File: src/rtl/exec_flag_unit.sv
// exec_flag_unit: execute-stage ALU producing the N/Z flag stream for branch
// logic. Single-cycle add/sub/cmp and a multi-cycle unsigned shift-add
// multiply, with a start/busy/done handshake toward the control unit.
// Optional build macro EXEC_FLAG_OVF_EN adds C_out/V_out carry and overflow
// flags; the multiply accumulator then widens to 2*DATA_W bits.
module exec_flag_unit #(
    parameter int DATA_W = 32,
    parameter int CNT_W  = 6
) (
    input  logic              clk,
    input  logic              rst_n,
    input  logic              start,
    input  logic [1:0]        op,
    input  logic              set_flags,
    input  logic [DATA_W-1:0] a,
    input  logic [DATA_W-1:0] b,
    output logic [DATA_W-1:0] result,
    output logic              N_in,
    output logic              Z_in,
    output logic              WE_flags,
    output logic              WE_result,
    output logic              busy,
    output logic              done
`ifdef EXEC_FLAG_OVF_EN
    ,
    output logic              C_out,
    output logic              V_out
`endif
);

`ifdef EXEC_FLAG_OVF_EN
    localparam int ACC_W = 2 * DATA_W;
`else
    localparam int ACC_W = DATA_W;
`endif
    localparam int MSB = DATA_W - 1;

    typedef enum logic [1:0] {S_IDLE, S_MUL, S_DONE} state_t;
    typedef enum logic [1:0] {OP_ADD = 2'b00, OP_SUB = 2'b01, OP_MUL = 2'b10, OP_CMP = 2'b11} op_t;

    state_t            state;
    op_t               op_in;
    logic              set_flags_q;
    logic [ACC_W-1:0]  a_sh;
    logic [ACC_W-1:0]  acc;
    logic [DATA_W-1:0] b_sh;
    logic [CNT_W-1:0]  cnt;

    logic [ACC_W-1:0]  acc_nxt;
    logic              last_iter;
    logic [DATA_W-1:0] alu_res;
    logic              fin_fire;
    logic [DATA_W-1:0] fin_res;
    logic              fin_we_res;
    logic              fin_sf;
`ifdef EXEC_FLAG_OVF_EN
    logic [DATA_W:0]   add_ext;
    logic [DATA_W:0]   sub_ext;
    logic              alu_c;
    logic              alu_v;
    logic              fin_c;
    logic              fin_v;
`endif

    assign op_in     = op_t'(op);
    assign acc_nxt   = acc + (b_sh[0] ? a_sh : '0);
    assign last_iter = (cnt == CNT_W'(DATA_W - 1));

    // Single-cycle ALU on the live operands; its value is registered at accept.
    always_comb begin
        alu_res = '0;
`ifdef EXEC_FLAG_OVF_EN
        add_ext = {1'b0, a} + {1'b0, b};
        sub_ext = {1'b0, a} + {1'b0, ~b} + (DATA_W + 1)'(1);
        alu_c   = 1'b0;
        alu_v   = 1'b0;
        case (op_in)
            OP_ADD: begin
                alu_res = add_ext[DATA_W-1:0];
                alu_c   = add_ext[DATA_W];
                alu_v   = (a[MSB] == b[MSB]) && (alu_res[MSB] != a[MSB]);
            end
            OP_SUB, OP_CMP: begin
                alu_res = sub_ext[DATA_W-1:0];
                alu_c   = sub_ext[DATA_W];
                alu_v   = (a[MSB] != b[MSB]) && (alu_res[MSB] != a[MSB]);
            end
            default: alu_res = '0;
        endcase
`else
        case (op_in)
            OP_ADD:         alu_res = a + b;
            OP_SUB, OP_CMP: alu_res = a - b;
            default:        alu_res = '0;
        endcase
`endif
    end

    // Select what gets registered on entry to DONE: fast path or last multiply step.
    always_comb begin
        fin_fire   = 1'b0;
        fin_res    = '0;
        fin_we_res = 1'b0;
        fin_sf     = 1'b0;
`ifdef EXEC_FLAG_OVF_EN
        fin_c      = 1'b0;
        fin_v      = 1'b0;
`endif
        if (state == S_MUL) begin
            fin_fire   = last_iter;
            fin_res    = acc_nxt[DATA_W-1:0];
            fin_we_res = 1'b1;
            fin_sf     = set_flags_q;
`ifdef EXEC_FLAG_OVF_EN
            fin_c      = |acc_nxt[ACC_W-1:DATA_W];
            fin_v      = |acc_nxt[ACC_W-1:DATA_W];
`endif
        end else if (state == S_IDLE && start && op_in != OP_MUL) begin
            fin_fire   = 1'b1;
            fin_res    = alu_res;
            fin_we_res = (op_in != OP_CMP);
            fin_sf     = set_flags;
`ifdef EXEC_FLAG_OVF_EN
            fin_c      = alu_c;
            fin_v      = alu_v;
`endif
        end
    end

    // Control FSM, multiply datapath and registered outputs.
    always_ff @(posedge clk or negedge rst_n) begin
        if (!rst_n) begin
            state       <= S_IDLE;
            set_flags_q <= 1'b0;
            a_sh        <= '0;
            b_sh        <= '0;
            acc         <= '0;
            cnt         <= '0;
            result      <= '0;
            N_in        <= 1'b0;
            Z_in        <= 1'b0;
            WE_flags    <= 1'b0;
            WE_result   <= 1'b0;
            busy        <= 1'b0;
            done        <= 1'b0;
`ifdef EXEC_FLAG_OVF_EN
            C_out       <= 1'b0;
            V_out       <= 1'b0;
`endif
        end else begin
            done      <= 1'b0;
            WE_flags  <= 1'b0;
            WE_result <= 1'b0;
            case (state)
                S_IDLE: begin
                    if (start) begin
                        busy        <= 1'b1;
                        set_flags_q <= set_flags;
                        a_sh        <= ACC_W'(a);
                        b_sh        <= b;
                        acc         <= '0;
                        cnt         <= '0;
                        state       <= (op_in == OP_MUL) ? S_MUL : S_DONE;
                    end
                end
                S_MUL: begin
                    acc  <= acc_nxt;
                    a_sh <= a_sh << 1;
                    b_sh <= b_sh >> 1;
                    cnt  <= cnt + 1'b1;
                    if (last_iter) state <= S_DONE;
                end
                S_DONE: begin
                    busy  <= 1'b0;
                    state <= S_IDLE;
                end
                default: state <= S_IDLE;
            endcase
            if (fin_fire) begin
                result    <= fin_res;
                done      <= 1'b1;
                WE_result <= fin_we_res;
                WE_flags  <= fin_sf;
                if (fin_sf) begin
                    N_in  <= fin_res[MSB];
                    Z_in  <= (fin_res == '0);
`ifdef EXEC_FLAG_OVF_EN
                    C_out <= fin_c;
                    V_out <= fin_v;
`endif
                end
            end
        end
    end

endmodule

File: config.mk
export PLATFORM = sky130hd
export DESIGN_NAME = exec_flag_unit
export DESIGN_NICKNAME = d
export VERILOG_FILES = /design/src/rtl/exec_flag_unit.sv
export SDC_FILE = /design/constraint.sdc
export NUM_CORES = 1
export LEC_CHECK = 0
export CAP_MARGIN = 5
export CORE_UTILIZATION = 45
export CTS_CLUSTER_SIZE = 8
export DETAILED_ROUTE_END_ITERATION = 10
export PLACE_DENSITY = 0.69
export SLEW_MARGIN = 20
export SYNTH_ARGS = -nofsm -noshare
export SYNTH_HDL_FRONTEND = slang
export SYNTH_SLANG_ARGS = --single-unit
File: constraint.sdc
create_clock -name clk -period 9.8 [get_ports clk]
set_clock_uncertainty 0.05 [all_clocks]
set_input_delay 2.94 -clock clk [delete_from_list [all_inputs] [get_ports clk]]
set_output_delay 2.94 -clock clk [all_outputs]
set_load 0.02 [all_outputs]
==> results by group <==
Clock network
  • CTS clk-pin slew, worst paths: 60 ps
  • Clk sink count: 143
  • H-tree levels: 4
  • Clock Root Buffer: clkbuf_16
  • Num CTS Buffers: 17
  • Clock Latency Late Sink: 430 ps
  • Worst-case clock buffer depth: 2
  • Post-CTS Resized: 0
  • Post-CTS Repair Setup Buffers: 0
  • CTS tree: built
  • CTS Hold Bufs: 0

Critical path
  • Reg2Reg Depth: 14
  • Critical Path Sink Type: register
  • Slowest cell on crit path: nor4b_2
  • Slowest Stage Delay on Critical Path: 650 ps
  • FF-to-FF Start: b_sh[0]
  • Worst-path cell chain: clkdlybuf4s50_1 > nor4_2 > nand2_1 > nor4b_2 > nor3b_4 > a21oi_1 > xnor2_1 > ha_1 > a2111oi_0 > o21ai_0 > a21o_1 > nor3_1 > a21oi_1 > a31o_1 > xnor2_1 > a211oi_2 > o2111a_1 > nand4_1 > o21ai_1
  • CP required: 10,100 ps
  • Worst R2R Setup Slack: 5140 ps
  • Startpoint Class: input port
  • FF-to-FF End: Z_in
  • Crit path to: Z_in
  • CP Launch Point: b[2]
  • Crit Path Max Fanout: 7
  • Crit path kind: in2reg
  • Crit path arrival time: 7930 ps

Global route
  • Total grt overflow: 0
  • Largest net degree at the start of global routing: 93
  • First-pass GRT wire length: 51.65 mm
  • Initial antenna violation count: 0
  • Number of global-route vias before repair: 9,567
  • GR Util All Layers: 0.2753

Worst hold path
  • HP Class: reg2reg
  • Min-Delay Startpoint: b_sh[4]

Drt
  • Iter 0 DRT Violations: 905
  • Residual DRC: 0
  • Total Wirelength: 32.00 mm
  • DR WL/cell: 19.36 um
  • Via count: 9,875
  • Drt first pass iters: 6
  • Post-route ant nets: 0
  • Vias/cell: 5.974

Placed design
  • DPL Wire Length: 23.28 mm
  • Placed insts: 1,622
  • Port bufs: 107
  • Global placement routability congestion: 0.8966
  • Dpl ws: 1824 ps

Logic synthesis
  • Synthesized cell area: 10,540 sq um
  • Post-synth EDFFs: 0
  • Synth cell types: 78
  • Yosys warns: 0
  • Post-Synthesis Cells: 1,260
  • Avg Inst Size Synth: 8.366 sq um
  • Syn nets: 1,396
  • Share of the synthesized area in the top cell type: 0.3395
  • Ys flop type: dfrtp_1
  • Synth Register Bits: 143
  • Async S/R FF share, synth: 1.000
  • Synth area leaders: dfrtp_1, ha_1, a21oi_1
  • Sequential-to-total area share from yosys stat: 0.3395
  • Yosys top cell by area: dfrtp_1

Floorplan
  • DIE AREA: 24,040 sq um
  • Rows: 55
  • Die width: 155.1 um
  • Core area: 22,780 sq um
  • Initial Util: 0.4628
  • Height of the die: 155.1 um
  • Io pins: 108

Timing
  • Max Slew Vio Count: 0
  • Fin crit share: 0.7789
  • Max_slew headroom: 0.2916
  • Tmin final: 7633 ps
  • Setup-failing EPs final: 0
  • Fin. Hold Viols: 0
  • Worst slew pin tran: 1063 ps
  • Post-route setup slack: 2167 ps
  • Fmax: 0.1310 GHz
  • Setup TNS: 0 ps
  • Unrepaired setup endpoints after global routing: false

Power
  • Pwr Density: 231.5 nW/um^2
  • Overall Power: 2.888 mW
  • Leakage: 5.405 nW
  • Peak supply drop: 0.1219 mV

Flow run
  • Max-Cap Viols: 0

Cells and area
  • Antenna diodes: 0
  • Layout cells sized above 1: 0.05522
  • Finished Layout Cells: 1,653
  • Layout area overhead: 18.34%
  • Final nets: 1,464

Outcome
  • Status: complete, no violations
[state kept, by name, indices dropped and copies added, names as in the netlist]
signal	flops
a_sh	32
done	1
acc	32
WE_result	1
busy	1
WE_flags	1
cnt	6
b_sh	32
state	2
set_flags_q	1
N_in	1
result	32
Z_in	1
[critical path: cells and delay by family]
family	cells	cell delay, ps
AOI/OAI and AO/OA	9	2060
xor gates and xnor gates	2	280
adders and majority gates	1	360
buffers and inverters	1	520
and+or+nand+nor	6	1770
[where the power goes]
group / switching, mW / internal (mW)
combinational: 0.741 / 0.502
sequential: 0.139 / 0.791
clock: 0.268 / 0.446
[layer usage]
| layer | track usage | share of wire | wire length [um] | vias to the layer above |
|---|---|---|---|---|
| met3 | 0.05097 | 0.076 | 2437 | 28 |
| met5 | 0 | 0 | 0 | - |
| li1 | - | - | - | 4747 |
| met2 | 0.4301 | 0.45 | 14440 | 342 |
| met4 | 0.06554 | 0.013 | 409 | 0 |
| met1 | 0.3929 | 0.46 | 14720 | 4758 |
[synth_stat cells (18+ instances only)]
library cell	instances
ha_1	64
nand2_1	140
dfrtp_1	143
nor2_1	87
xor2_1	18
o21ai_0	105
inv_1	26
clkbuf_1	53
a22o_1	20
nand3_1	22
and2_1	72
xnor2_1	55
a21o_1	28
a21oi_1	108
a22oi_1	35
nor3_1	20
a31oi_1	45
[through the flow]
step / utilization / area, sq um / hold slack [ps]
4_1_cts: 0.5477 / 12470 / 426.9
6_report: 0.5477 / 12470 / 421.1
2_1_floorplan: - / 10540 / 392.4
3_5_place_dp: 0.5199 / 11840 / 412.8
5_1_grt: 0.5477 / 12470 / 456.4
3_3_place_gp: 0.5199 / 11840 / 403.3
[cell families after synthesis]
logic type	after synthesis	share of synthesized area
AOI/OAI and AO/OA	447	0.2734
and+or+nand+nor	423	0.1996
buffers and inverters	97	0.03537
adders and majority gates	66	0.07976
DFF	143	0.3395
muxes	10	0.01021
xor gates and xnor gates	74	0.06220
[worst min path at each step]
stage	endpoint	slack (ps)	cells past startpoint
after floorplan	b_sh[10]	390	2
after global placement	b_sh[5]	400	2
after detailed placement	b_sh[2]	410	2
after CTS	b_sh[2]	430	2
after global routing	acc[6]	460	1
final	b_sh[4]	420	2
[placed cells by master, fill, tap and decap left out, types with 6 or more instances in the layout]
| master | n |
|---|---|
| dfrtp_1 | 141 |
| nand2_1 | 140 |
| a21oi_1 | 108 |
| clkdlybuf4s50_1 | 106 |
| o21ai_0 | 105 |
| nor2_1 | 85 |
| and2_1 | 72 |
| ha_1 | 64 |
| xnor2_1 | 55 |
| a31oi_1 | 45 |
| a22oi_1 | 35 |
| a21o_1 | 28 |
| inv_1 | 26 |
| nand3_1 | 22 |
| nor3_1 | 20 |
| a22o_1 | 20 |
| xor2_1 | 18 |
| clkbuf_16 | 17 |
| nand4_1 | 16 |
| o21a_1 | 12 |
| buf_4 | 11 |
| nand2b_1 | 10 |
| or3_1 | 10 |
| a211oi_1 | 10 |
| and3_1 | 9 |
| o211ai_1 | 9 |
| nor3b_1 | 8 |
| nor2b_1 | 8 |
| mux2_2 | 6 |
| o21ai_1 | 6 |
[final cells by class]
| cell class | instances | area, sq um |
|---|---|---|
| timing repair buffer | 118 | 1155 |
| fill | 2124 | 10300 |
| clock inverter | 9 | 158.9 |
| clock buffer | 22 | 474.2 |
| sequential | 143 | 3581 |
| multi-input combinational | 1020 | 6609 |
| tap | 313 | 391.6 |
| inverter | 28 | 105.1 |
Power figures use the tool's default switching activity.
